### src/rtl/sar_pkg.sv
// ============================================================================
// sar_pkg: shared types and constants for the sar_search controller.
// Revision: 1.0
// ============================================================================
`default_nettype none

package sar_pkg;

  localparam int SAR_WIDTH = 16;
  localparam int SAR_IDX_W = $clog2(SAR_WIDTH);

  typedef enum logic [1:0] {
    ST_IDLE  = 2'd0,
    ST_TRIAL = 2'd1,
    ST_DONE  = 2'd2
  } sar_state_e;

endpackage

`default_nettype wire

### src/rtl/sar_search.sv
// ============================================================================
// sar_search: successive-approximation search against an external comparator.
// Optional macro SAR_FLAG_CHECK_EN aborts a search on an illegal gt/lt/eq set.
// Revision: 1.0
// ============================================================================
`default_nettype none

module sar_search
  import sar_pkg::*;
#(
  parameter int WIDTH = SAR_WIDTH
) (
  input  logic             clk,
  input  logic             rst,
  input  logic             start,
  output logic [WIDTH-1:0] probe,
  input  logic             gt,
  input  logic             lt,
  input  logic             eq,
  output logic             busy,
  output logic             done,
  output logic [WIDTH-1:0] result,
  output logic             early,
  output logic             err
);

  localparam int IDXW = (WIDTH > 1) ? $clog2(WIDTH) : 1;
  localparam logic [IDXW-1:0] IDX_MAX = IDXW'(WIDTH - 1);

  sar_state_e       state, state_n;
  logic [WIDTH-1:0] acc, acc_n;
  logic [IDXW-1:0]  idx, idx_n;
  logic [WIDTH-1:0] result_q, result_n;
  logic             early_q, early_n;
  logic [WIDTH-1:0] mask;
  logic [WIDTH-1:0] trial_word;
  logic [WIDTH-1:0] acc_upd;

  assign mask       = WIDTH'(1) << idx;
  assign trial_word = acc | mask;
  // gt keeps the bit cleared; lt and the all-low case both keep it set.
  assign acc_upd    = gt ? acc : trial_word;

`ifdef SAR_FLAG_CHECK_EN
  logic err_q, err_n;
  logic flag_bad;
  assign flag_bad = ~((gt ^ lt ^ eq) & ~(gt & lt & eq));
  assign err      = err_q;
`else
  assign err = 1'b0;
`endif

  always_ff @(posedge clk) begin
    if (rst) begin
      state    <= ST_IDLE;
      acc      <= '0;
      idx      <= IDX_MAX;
      result_q <= '0;
      early_q  <= 1'b0;
    end else begin
      state    <= state_n;
      acc      <= acc_n;
      idx      <= idx_n;
      result_q <= result_n;
      early_q  <= early_n;
    end
  end

`ifdef SAR_FLAG_CHECK_EN
  always_ff @(posedge clk) begin
    if (rst) begin
      err_q <= 1'b0;
    end else begin
      err_q <= err_n;
    end
  end
`endif

  always_comb begin
    state_n  = state;
    acc_n    = acc;
    idx_n    = idx;
    result_n = result_q;
    early_n  = early_q;
`ifdef SAR_FLAG_CHECK_EN
    err_n    = err_q;
`endif
    case (state)
      ST_IDLE: begin
        if (start) begin
          state_n = ST_TRIAL;
          acc_n   = '0;
          idx_n   = IDX_MAX;
          early_n = 1'b0;
`ifdef SAR_FLAG_CHECK_EN
          err_n   = 1'b0;
`endif
        end
      end
      ST_TRIAL: begin
`ifdef SAR_FLAG_CHECK_EN
        if (flag_bad) begin
          err_n    = 1'b1;
          result_n = acc;
          state_n  = ST_DONE;
        end else
`endif
        if (eq) begin
          result_n = trial_word;
          early_n  = 1'b1;
          state_n  = ST_DONE;
        end else begin
          acc_n = acc_upd;
          if (idx == '0) begin
            result_n = acc_upd;
            state_n  = ST_DONE;
          end else begin
            idx_n = idx - IDXW'(1);
          end
        end
      end
      ST_DONE: begin
        state_n = ST_IDLE;
      end
      default: begin
        state_n = ST_IDLE;
      end
    endcase
  end

  assign probe  = (state == ST_TRIAL) ? trial_word : '0;
  assign busy   = (state == ST_TRIAL);
  assign done   = (state == ST_DONE);
  assign result = result_q;
  assign early  = early_q;

endmodule

`default_nettype wire

### config.mk
export PLATFORM = sky130hd
export DESIGN_NAME = sar_search
export DESIGN_NICKNAME = d
export VERILOG_FILES = /design/src/rtl/sar_pkg.sv /design/src/rtl/sar_search.sv
export SDC_FILE = /design/constraint.sdc
export NUM_CORES = 1
export LEC_CHECK = 0
export CAP_MARGIN = 0
export CORE_UTILIZATION = 45
export DETAILED_ROUTE_END_ITERATION = 7
export GPL_TIMING_DRIVEN = 0
export PLACE_DENSITY = 0.68
export REMOVE_ABC_BUFFERS = 1
export SETUP_SLACK_MARGIN = 0.2
export SYNTH_ARGS = -nofsm -noshare
export SYNTH_HDL_FRONTEND = slang
export SYNTH_SLANG_ARGS = --single-unit
### constraint.sdc
create_clock -name clk -period 4.75 [get_ports clk]
set_clock_uncertainty 0.1 [all_clocks]
set_input_delay 0.95 -clock clk [delete_from_list [all_inputs] [get_ports clk]]
set_output_delay 0.95 -clock clk [all_outputs]
set_load 0.01 [all_outputs]
; Word-level counts from Yosys, hierarchy flattened
; Cells that the tools add are included.
[word_totals]
reg_bits = 39
in_bits = 6
out_inout_bits = 36
elab_cells = 42
[op_classes]
add_sub_neg = 1
eq_ne = 7
shifts = 1
muxes = 18
bitwise = 1
n_reduce_logical = 9
[ops]
columns = op, count
row1 = two-way mux 16 bit, 6
row2 = one-hot mux 16 bit (2 select lines), 1
row3 = bitwise OR 16 bit, 1
row4 = "left shift 1 x 4 -> 16 bit, first input constant", 1
row5 = two-way mux 4 bit, 3
row6 = "inequality test 2 bit, second input constant", 4
row7 = one-hot mux 4 bit (2 select lines), 1
row8 = two-way mux 2 bit, 3
row9 = AND reduction 3 bit, 2
row10 = zero test 4 bit, 1
row11 = one-hot mux 2 bit (2 select lines), 1
row12 = AND reduction 2 bit, 2
row13 = AND reduction 4 bit, 1
row14 = nonzero test 2 bit, 2
row15 = "subtractor 4 x 1 -> 4 bit, second input constant", 1
row16 = "inequality test 3 x 2 -> 1 bit, second input constant", 1
row17 = "== test 2 x 1 -> 1 bit, second input constant", 1
row18 = "== test 2 bit, second input constant", 1
row19 = zero test 2 bit, 1
row20 = two-way mux 1 bit, 2
row21 = one-hot mux 1 bit (2 select lines), 1

; Longest topological paths before layout
; Gate-level depths: netlist of the first run.
[logic_depth]
word_depth = 5
mapped_depth = 6

; Worst setup path after synthesis of the first run
; OpenSTA, ideal clock, no wires.
[synth_path]
path_kind = register -> output
from = register idx[0]
to = output port probe[0]
arrival_time_ns = 1.443
slack_ns = 2.257
stages_incl_launch_ff = 7
path_buffers = 1
cell_sequence = dfxtp_1 -> inv_1 -> ha_1 -> nor3b_4 -> buf_6 -> nor2_1 -> nor2_1
[synth_between]
elab_chain_cells = 3
[synth_rtl]
columns = element, line
row1 = "start, declared", sar_search.sv:32  ; logic [IDXW-1:0] idx, idx_n;
row2 = "start signal, assigned", sar_search.sv:63  ; idx <= idx_n;
row3 = left shift 1 x 4 -> 16 bit, sar_search.sv:39  ; assign mask = WIDTH'(1) << idx;
row4 = bitwise OR 16 bit, sar_search.sv:40  ; assign trial_word = acc | mask;
row5 = two-way mux 16 bit, sar_search.sv:131  ; assign probe = (state == ST_TRIAL) ? trial_word : '0;
row6 = "end, declared", sar_search.sv:16  ; output logic [WIDTH-1:0] probe,
; No other way between the ends.

; Final worst setup path of the first run
; Same ends and word-level chain as after synthesis.

==> reports/qor.yml, run 1 <==
run_status:
  status: "finished, final reports clean"
clock_network:
  cts.clk_slew.worst_paths_ns: 0.08
  ctsHoldBuffers: 0
  cts_tree: "built"
  cts_buffers: 5
  ctsResizeCount: 0
  cts_sinks: 39
  clockRootBuffer: "clkbuf_8"
  htree_levels: 2
  cts_max_path_buffers: 2
  cts_setup_buffers: 0
  insertion_delay_ns: 0.29
grt:
  grt_max_degree: 27
  antenna_found_initial: 0
  grt_usage_pct: 21.9
  grt_remaining_overflow: 0
  grt_pass1_vias: 1699
  grt_pass1_wl_mm: 8.59
power:
  power_density_nw_per_um2: 263
  p_leak_nw: 0.858
  ir_drop_v: 0.000113
timing:
  tns_ns: 0
  min_period_ns: 4.10
  fin_crit_sh_pct: 86.2
  fin_ws_ns: 0.654
  tightest_slew_ns: 1.28
  finalHoldViolCount: 0
  slew_headroom_pct: 14.6
  setup_viol: 0
  rsz0062_at_grt: "false"
  drv_slew: 0
  clock.fmax_ghz: 0.244
finish:
  nets: 277
  drive_gt1_share_pct: 18.7
  fillers: 443
  diodes: 0
  area_delta_synth_final_pct: 17.7
  multiInputGateArea_um2: 1220
  fin_util_pct: 56.9
  area.sequential_um2: 781
  final_cell_mix: "39 x dfxtp_1, 39 x clkdlybuf4s50_1, 37 x nor2_1, 20 x a21oi_1"
  fin_area_um2: 2560
logic_synthesis:
  avgSynthCellArea_um2: 8.81
  synthArstFlopShare_pct: 0
  synthCells: 247
  synth_warnings: 0
  synthesis.area_um2: 2180
  synth-seq-cells: 39
  synth_edf_count: 0
  ys_seq_area_share_pct: 35.9
  synth.distinct_cells: 40
  ys.flop_type: "dfxtp_1"
die:
  die_h_um: 71.6
  initial_utilization_pct: 48.3
  dieArea_um2: 5120
  rows: 24
  coreArea_um2: 4500
  ios: 42
  die_w_um: 71.6
worst_setup_path:
  critical_path_buf_inv_count: 2
  r2r_start: "idx[0]$_SDFFE_PP1P_"
  worstPathRequired_ns: 3.70
  cp-end-kind: "primary output"
  critPathKind: "register to primary output"
  critical_path.top_delay_family: "simple AND/OR/NAND/NOR gates"
  path_cells: "inv_1 -> ha_1 -> nor3b_4 -> nor2_1 -> nor2_1 -> clkdlybuf4s50_1"
  reg2reg_to: "state[1]$_SDFFE_PP0P_"
  arrival_ns: 3.05
  slowest_delay_ns: 1.09
  reg2reg_depth: 5
  worst_path_most_repeated_cell: "nor2_1"
  reg2reg_slack_ns: 2.07
  worstPathMaxFanout: 26
  critPathSlowestCell: "nor3b_4"
  start_kind: "register"
routing:
  viasPerCell: 5.91
  drc_errors: 0
  ant_nets: 0
  num_vias: 1886
  wl_per_cell_um: 16.8
  routed_wl_mm: 5.34
  drt_first_pass_iters: 4
  first_iter_violations: 99
flow_run:
  max_cap_violations: 0
placement:
  placed_cell_area_um2: 2480
  place_congestion: 0.798
  dp_slack_ns: 0.966
  io_buffers: 39
  hpwl_mm: 3.57
worst_hold_path:
  hp-start: "early$_SDFFE_PP0P_"
  holdPathEnd: "early$_SDFFE_PP0P_"
  min_path_type: "register to register"
  hold_depth: 2
-- synthesized netlist by cell type (2+ instances only) --
| library cell | instances | area [um^2] |
|---|---|---|
| a21oi_1 | 20 | 100 |
| a21oi_2 | 13 | 114 |
| a31oi_1 | 15 | 93.8 |
| a32oi_1 | 16 | 140 |
| and2_1 | 3 | 18.8 |
| buf_2 | 7 | 35.0 |
| buf_4 | 2 | 15.0 |
| buf_6 | 5 | 56.3 |
| clkbuf_1 | 13 | 48.8 |
| dfxtp_1 | 39 | 781 |
| ha_1 | 5 | 62.6 |
| inv_1 | 3 | 11.3 |
| nand2b_1 | 4 | 25.0 |
| nand3_1 | 2 | 10.0 |
| nor2_1 | 37 | 139 |
| nor2b_1 | 8 | 50.1 |
| o21ai_1 | 3 | 15.0 |
| o221ai_1 | 7 | 61.3 |
| o221ai_2 | 9 | 135 |
| or2_2 | 16 | 100 |
-- registers in the layout, indices dropped and copies added (netlist names) --
name    count
idx         4
state       2
result     16
acc        16
early       1
-- cells by family after synthesis --
family,synth area share (%)
AND/OR/NAND/NOR,20.1
AO/OA/AOI/OAI,33.0
other,0.172
flip-flops,35.9
adder cells (fa/ha/maj),2.87
buffers and inverters,7.99
-- how the worst max path moves through the flow --
stage | startpoint | to | slack (ns) | depth (start not counted)
after CTS | idx[0]$_SDFFE_PP1P_ | probe[0] | 0.64 | 6
after global placement | idx[0]$_SDFFE_PP1P_ | probe[0] | 1.00 | 6
final | idx[0]$_SDFFE_PP1P_ | probe[0] | 0.65 | 6
after global routing | idx[0]$_SDFFE_PP1P_ | probe[0] | 0.43 | 6
after detailed placement | idx[0]$_SDFFE_PP1P_ | probe[0] | 0.97 | 6
after floorplan | idx[0]$_SDFFE_PP1P_ | probe[0] | 1.95 | 5
-- worst register-to-register path, delay by kind of cell, from the launching register on --
family	cells	cell delay [ns]
buf+inv	1	0.13
fa+ha+maj	1	0.32
simple gates	2	1.27
flops	1	0.38
compound gates	1	0.43
-- metal layers --
metal | track usage, % | vias up | share of wire [%] | wire length (um)
li1 | - | 948 | - | -
met1 | 28.9 | 888 | 47 | 2490
met2 | 35.0 | 48 | 48 | 2590
met3 | 4.36 | 2 | 4.3 | 232
met4 | 9.37 | 0 | 0.65 | 35
met5 | 0 | - | 0 | 0
-- power breakdown --
part           leakage [nW]  switching [W]  internal [W]
sequential            0.316     0.00000970      0.000336
clock                0.0412       0.000121      0.000103
combinational         0.500      0.0000622     0.0000435
total                 0.858       0.000193      0.000482
-- through the flow --
stage	power, W	instances	hold slack (ns)
2_1_floorplan	0.000416	220	0.377
5_1_grt	0.000706	319	0.443
4_1_cts	0.000682	319	0.418
6_report	0.000675	319	0.415
3_3_place_gp	0.000458	311	0.395
3_5_place_dp	0.000459	311	0.395
-- layout make-up --
type	instances	area share, %
sequential	39	30.5
multi-input combinational	176	47.7
inverter	5	0.732
clock buffer	6	2.83
timing repair buffer	39	15.2
clock inverter	2	0.488
tap	52	2.54
(Power assumes the default switching activity.)
==> run 2: changes to the inputs <==
DONT_BUFFER_PORTS = 1   (was default)
PLACE_DENSITY = 0.57   (was 0.68)
==> run 2 against run 1 <==
Count of clock-buffer cells in the layout increased by 1. Register-to-register slack got worse by 0.02 ns. Sequential power increased by 1%. Sequential share of layout area increased by 5.5 points. Final cell count decreased by 12%. Worst hold slack improved by 0.010 ns. Largest cell class unchanged. Cell area decreased by 15%. Clock power decreased by 4%. Total power decreased by 4.9%.
==> reports/qor.yml, run 2 (synthesized netlist as in run 1, its figures left out) <==
run_status:
  status: "finished, final reports clean"
finish:
  area_delta_synth_final_pct: -0.402
  multiInputGateArea_um2: 1220
  diodes: 0
  fin_util_pct: 48.1
  fin_area_um2: 2170
  fillers: 459
  final_cell_mix: "39 x dfxtp_1, 37 x nor2_1, 20 x a21oi_1, 16 x a32oi_1, 16 x or2_2"
  drive_gt1_share_pct: 21.5
  area.sequential_um2: 781
  final_common_cell: "dfxtp_1"
  nets: 238
placement:
  io_buffers: 0
  place_congestion: 0.833
  placed_cell_area_um2: 2090
  hpwl_mm: 3.59
clock_network:
  cts.clk_slew.worst_paths_ns: 0.07
  cts_sinks: 39
  ctsResizeCount: 0
  cts_buffers: 5
  cts_tree: "built"
  insertion_delay_ns: 0.28
  ctsHoldBuffers: 0
  clockRootBuffer: "clkbuf_8"
  htree_levels: 2
  cts_max_path_buffers: 2
  cts_setup_buffers: 0
routing:
  drt_first_pass_iters: 4
  wl_per_cell_um: 18.5
  ant_nets: 0
  first_iter_violations: 151
  viasPerCell: 6.29
  drc_errors: 0
  num_vias: 1761
  routed_wl_mm: 5.18
timing:
  clock.fmax_ghz: 0.278
  slew_headroom_pct: 18.3
  min_period_ns: 3.60
  tightest_slew_ns: 1.22
  finalHoldViolCount: 0
  setup_viol: 0
  drv_slew: 0
  rsz0062_at_grt: "false"
  tns_ns: 0
  fin_crit_sh_pct: 75.9
power:
  p_leak_nw: 0.723
  ir_drop_v: 0.000140
  power_density_nw_per_um2: 296
die:
  ios: 42
  die_h_um: 71.6
  die_w_um: 71.6
  initial_utilization_pct: 48.3
  dieArea_um2: 5120
  coreArea_um2: 4500
  rows: 24
worst_setup_path:
  arrival_ns: 2.55
  crit_start: "idx[0]$_SDFFE_PP1P_"
  start_kind: "register"
  cp-end-kind: "primary output"
  critPathKind: "register to primary output"
  worstPathRequired_ns: 3.70
  worstPathMaxFanout: 26
  r2r_start: "idx[0]$_SDFFE_PP1P_"
worst_hold_path:
  min_path_type: "register to register"
  hp-start: "acc[12]$_SDFFE_PP0P_"
grt:
  grt_usage_pct: 21.3
  grt_pass1_vias: 1746
  grt_max_degree: 27
  antenna_found_initial: 0
  grt_remaining_overflow: 0
  grt_pass1_wl_mm: 8.54
flow_run:
  max_cap_violations: 0
==> run 2: changes by cell type in the layout (fill, tap and decap cells not counted), sizes merged <==
cell	change
clkinvlp	-1
clkbuf	+1
clkdlybuf4s50	-39
==> run 2: path summary, 6_finish.rpt <==
| path | end | slack [ns] | cells after the start |
|---|---|---|---|
| setup / recovery | probe[0] | 1.15 | 5 |
| hold / removal | acc[12]$_SDFFE_PP0P_ | 0.43 | 2 |
| setup reg to reg | result[4]$_SDFFE_PP0P_ | 2.05 | 5 |
| hold reg to reg | acc[12]$_SDFFE_PP0P_ | 0.43 | 2 |
==> run 2: routing by layer <==
layer | GRT usage [%] | vias up | share of wire, %
li1 | - | 866 | -
met1 | 26.7 | 826 | 46
met2 | 35.7 | 63 | 47
met3 | 5.20 | 6 | 6.0
met4 | 7.63 | 0 | 0.93
met5 | 0 | - | 0
==> run 2: cell type report <==
| type | count | area share [%] |
|---|---|---|
| Sequential cell | 39 | 36.0 |
| Clock buffer | 7 | 3.52 |
| Clock inverter | 1 | 0.231 |
| Multi-Input combinational cell | 176 | 56.4 |
| Tap cell | 52 | 3.00 |
| Inverter | 5 | 0.866 |
==> run 2: critical path, stage by stage, from the launching register on <==
cell and delay [ns]:
dfxtp_1 0.37, inv_1 0.14, ha_1 0.38, nor3b_4 1.05, nor2_1 0.08, nor2_1 0.24
==> run 2: power breakdown <==
group | switching (W) | internal, W | leakage [nW]
Sequential | 0.0000143 | 0.000336 | 0.316
Combinational | 0.0000491 | 0.0000270 | 0.365
Clock | 0.000112 | 0.000103 | 0.0422
Total | 0.000175 | 0.000466 | 0.723
==> run 2: metrics by stage <==
step | total power (W) | hold slack [ns] | worst slack, ns | std cells
2_1_floorplan | 0.000416 | 0.377 | 1.95 | 220
3_3_place_gp | 0.000431 | 0.399 | 1.53 | 272
3_5_place_dp | 0.000434 | 0.404 | 1.46 | 272
4_1_cts | 0.000648 | 0.423 | 1.13 | 280
5_1_grt | 0.000670 | 0.453 | 0.872 | 280
6_report | 0.000642 | 0.426 | 1.15 | 280
==> run 3: changes to the inputs <==
clock period = 3.75 ns   (was 4.75 ns; I/O delays follow)
==> run 3 against run 2 <==
Combinational power up 26%. Setup slack worse by 0.48 ns. Critical path depth unchanged. Die area unchanged. Worst hold slack worse by 0.0037 ns. Total power up 27%. Sequential cell count unchanged. Count of clock-buffer cells in the layout unchanged. Wire length up 3.7%. Register-to-register slack worse by 0.84 ns. Critical endpoint unchanged.
==> reports/qor.yml, run 3 (synthesized netlist as in run 1, its figures left out) <==
power:
  p_sw_w: 0.000226
  ir_drop_v: 0.000181
  p_seq_share_pct: 54.4
  power_density_nw_per_um2: 374
  p_leak_nw: 0.723
  p_comb_share_pct: 11.8
  p_int_w: 0.000591
  clkPwrFrac_pct: 33.9
  sw_frac_of_total_pct: 27.7
timing:
  setup_viol: 0
  tns_ns: 0
  drv_slew: 0
  slew_headroom_pct: 12.9
  fin_crit_sh_pct: 82.3
  min_period_ns: 3.09
  clock.fmax_ghz: 0.324
  finalHoldViolCount: 0
  rsz0062_at_grt: "false"
  tightest_slew_ns: 1.30
worst_setup_path:
  worstPathRequired_ns: 2.90
  reg2reg_to: "state[0]$_SDFFE_PP0P_"
  critPathKind: "register to primary output"
  slowest_delay_ns: 0.74
  reg2reg_depth: 5
  worst_path_most_repeated_cell: "nor2_1"
  arrival_ns: 2.24
  cp-end-kind: "primary output"
  critPathSlowestCell: "nor3b_4"
  r2r_start: "idx[0]$_SDFFE_PP1P_"
  critical_path.top_delay_family: "simple AND/OR/NAND/NOR gates"
  worstPathMaxFanout: 13
  path_cells: "inv_1 -> ha_1 -> nor3b_4 -> nor2_1 -> nor2_1"
  critical_path_buf_inv_count: 1
  reg2reg_slack_ns: 1.21
  start_kind: "register"
clock_network:
  ctsResizeCount: 0
  cts.clk_slew.worst_paths_ns: 0.08
  cts_max_path_buffers: 2
  insertion_delay_ns: 0.29
  clockRootBuffer: "clkbuf_8"
  cts_setup_buffers: 0
  cts_buffers: 5
  htree_levels: 2
  cts_tree: "built"
  ctsHoldBuffers: 0
  cts_sinks: 39
routing:
  first_iter_violations: 128
  ant_nets: 0
  drt_first_pass_iters: 4
  viasPerCell: 6.38
  routed_wl_mm: 5.37
  num_vias: 1794
  drc_errors: 0
  wl_per_cell_um: 19.1
grt:
  grt_pass1_wl_mm: 8.54
  grt_max_degree: 27
  grt_remaining_overflow: 0
  grt_usage_pct: 21.3
  grt_pass1_vias: 1746
  antenna_found_initial: 0
finish:
  final_common_cell: "dfxtp_1"
  final_cell_mix: "39 x dfxtp_1, 37 x nor2_1, 20 x a21oi_1, 16 x a32oi_1, 16 x or2_2"
  fin_area_um2: 2180
  drive_gt1_share_pct: 21.8
  fin_cells: 281
  area_delta_synth_final_pct: 0.172
  fin_util_pct: 48.4
  diodes: 0
  nets: 239
placement:
  io_buffers: 0
  hpwl_mm: 3.59
  placed_cell_area_um2: 2090
  place_congestion: 0.833
  placed_cells: 272
worst_hold_path:
  min_path_type: "input port to register"
  holdPathEnd: "acc[10]$_SDFFE_PP0P_"
  hp-start: "rst"
  hold_depth: 1
die:
  coreArea_um2: 4500
  initial_utilization_pct: 48.3
  die_h_um: 71.6
  die_w_um: 71.6
  dieArea_um2: 5120
  ios: 42
  rows: 24
run_status:
  status: "finished, final reports clean"
flow_run:
  max_cap_violations: 0
[run 3: metal layers]
layer  GRT usage [%]  wire length [um]
met1            26.7              2410
met2            35.7              2510
met3            5.20               354
met4            7.63                99
met5               0                 0
[run 3: metrics by stage]
step / power, W / hold slack [ns] / setup slack [ns]
2_1_floorplan: 0.000527 / 0.377 / 1.15
3_3_place_gp: 0.000546 / 0.399 / 0.735
3_5_place_dp: 0.000549 / 0.404 / 0.659
4_1_cts: 0.000821 / 0.416 / 0.326
5_1_grt: 0.000849 / 0.410 / 0.487
6_report: 0.000817 / 0.422 / 0.663
[run 3: power groups by stage]
stage	Sequential, W	Combinational, W	Clock (W)
after global placement	0.000453	0.0000933	0
after detailed placement	0.000453	0.0000959	0
after global routing	0.000446	0.000107	0.000296
after floorplan	0.000449	0.0000775	0
after CTS	0.000444	0.0000960	0.000281
final	0.000444	0.0000960	0.000277
[run 3: area by class of cell]
class	count	area, um^2
Tap cell	52	65.1
Fill cell	457	2320
Multi-Input combinational cell	177	1230
Clock inverter	1	5.00
Clock buffer	7	76.3
Sequential cell	39	781
Inverter	5	18.8
[run 3: worst max-delay path by stage]
stage / startpoint / to / slack [ns] / cells past startpoint
after CTS: idx[0]$_SDFFE_PP1P_ / probe[0] / 0.33 / 5
after global routing: idx[0]$_SDFFE_PP1P_ / probe[0] / 0.49 / 5
after global placement: idx[0]$_SDFFE_PP1P_ / probe[0] / 0.73 / 5
after floorplan: idx[0]$_SDFFE_PP1P_ / probe[0] / 1.15 / 5
after detailed placement: idx[0]$_SDFFE_PP1P_ / probe[0] / 0.66 / 5
final: idx[0]$_SDFFE_PP1P_ / probe[0] / 0.66 / 5
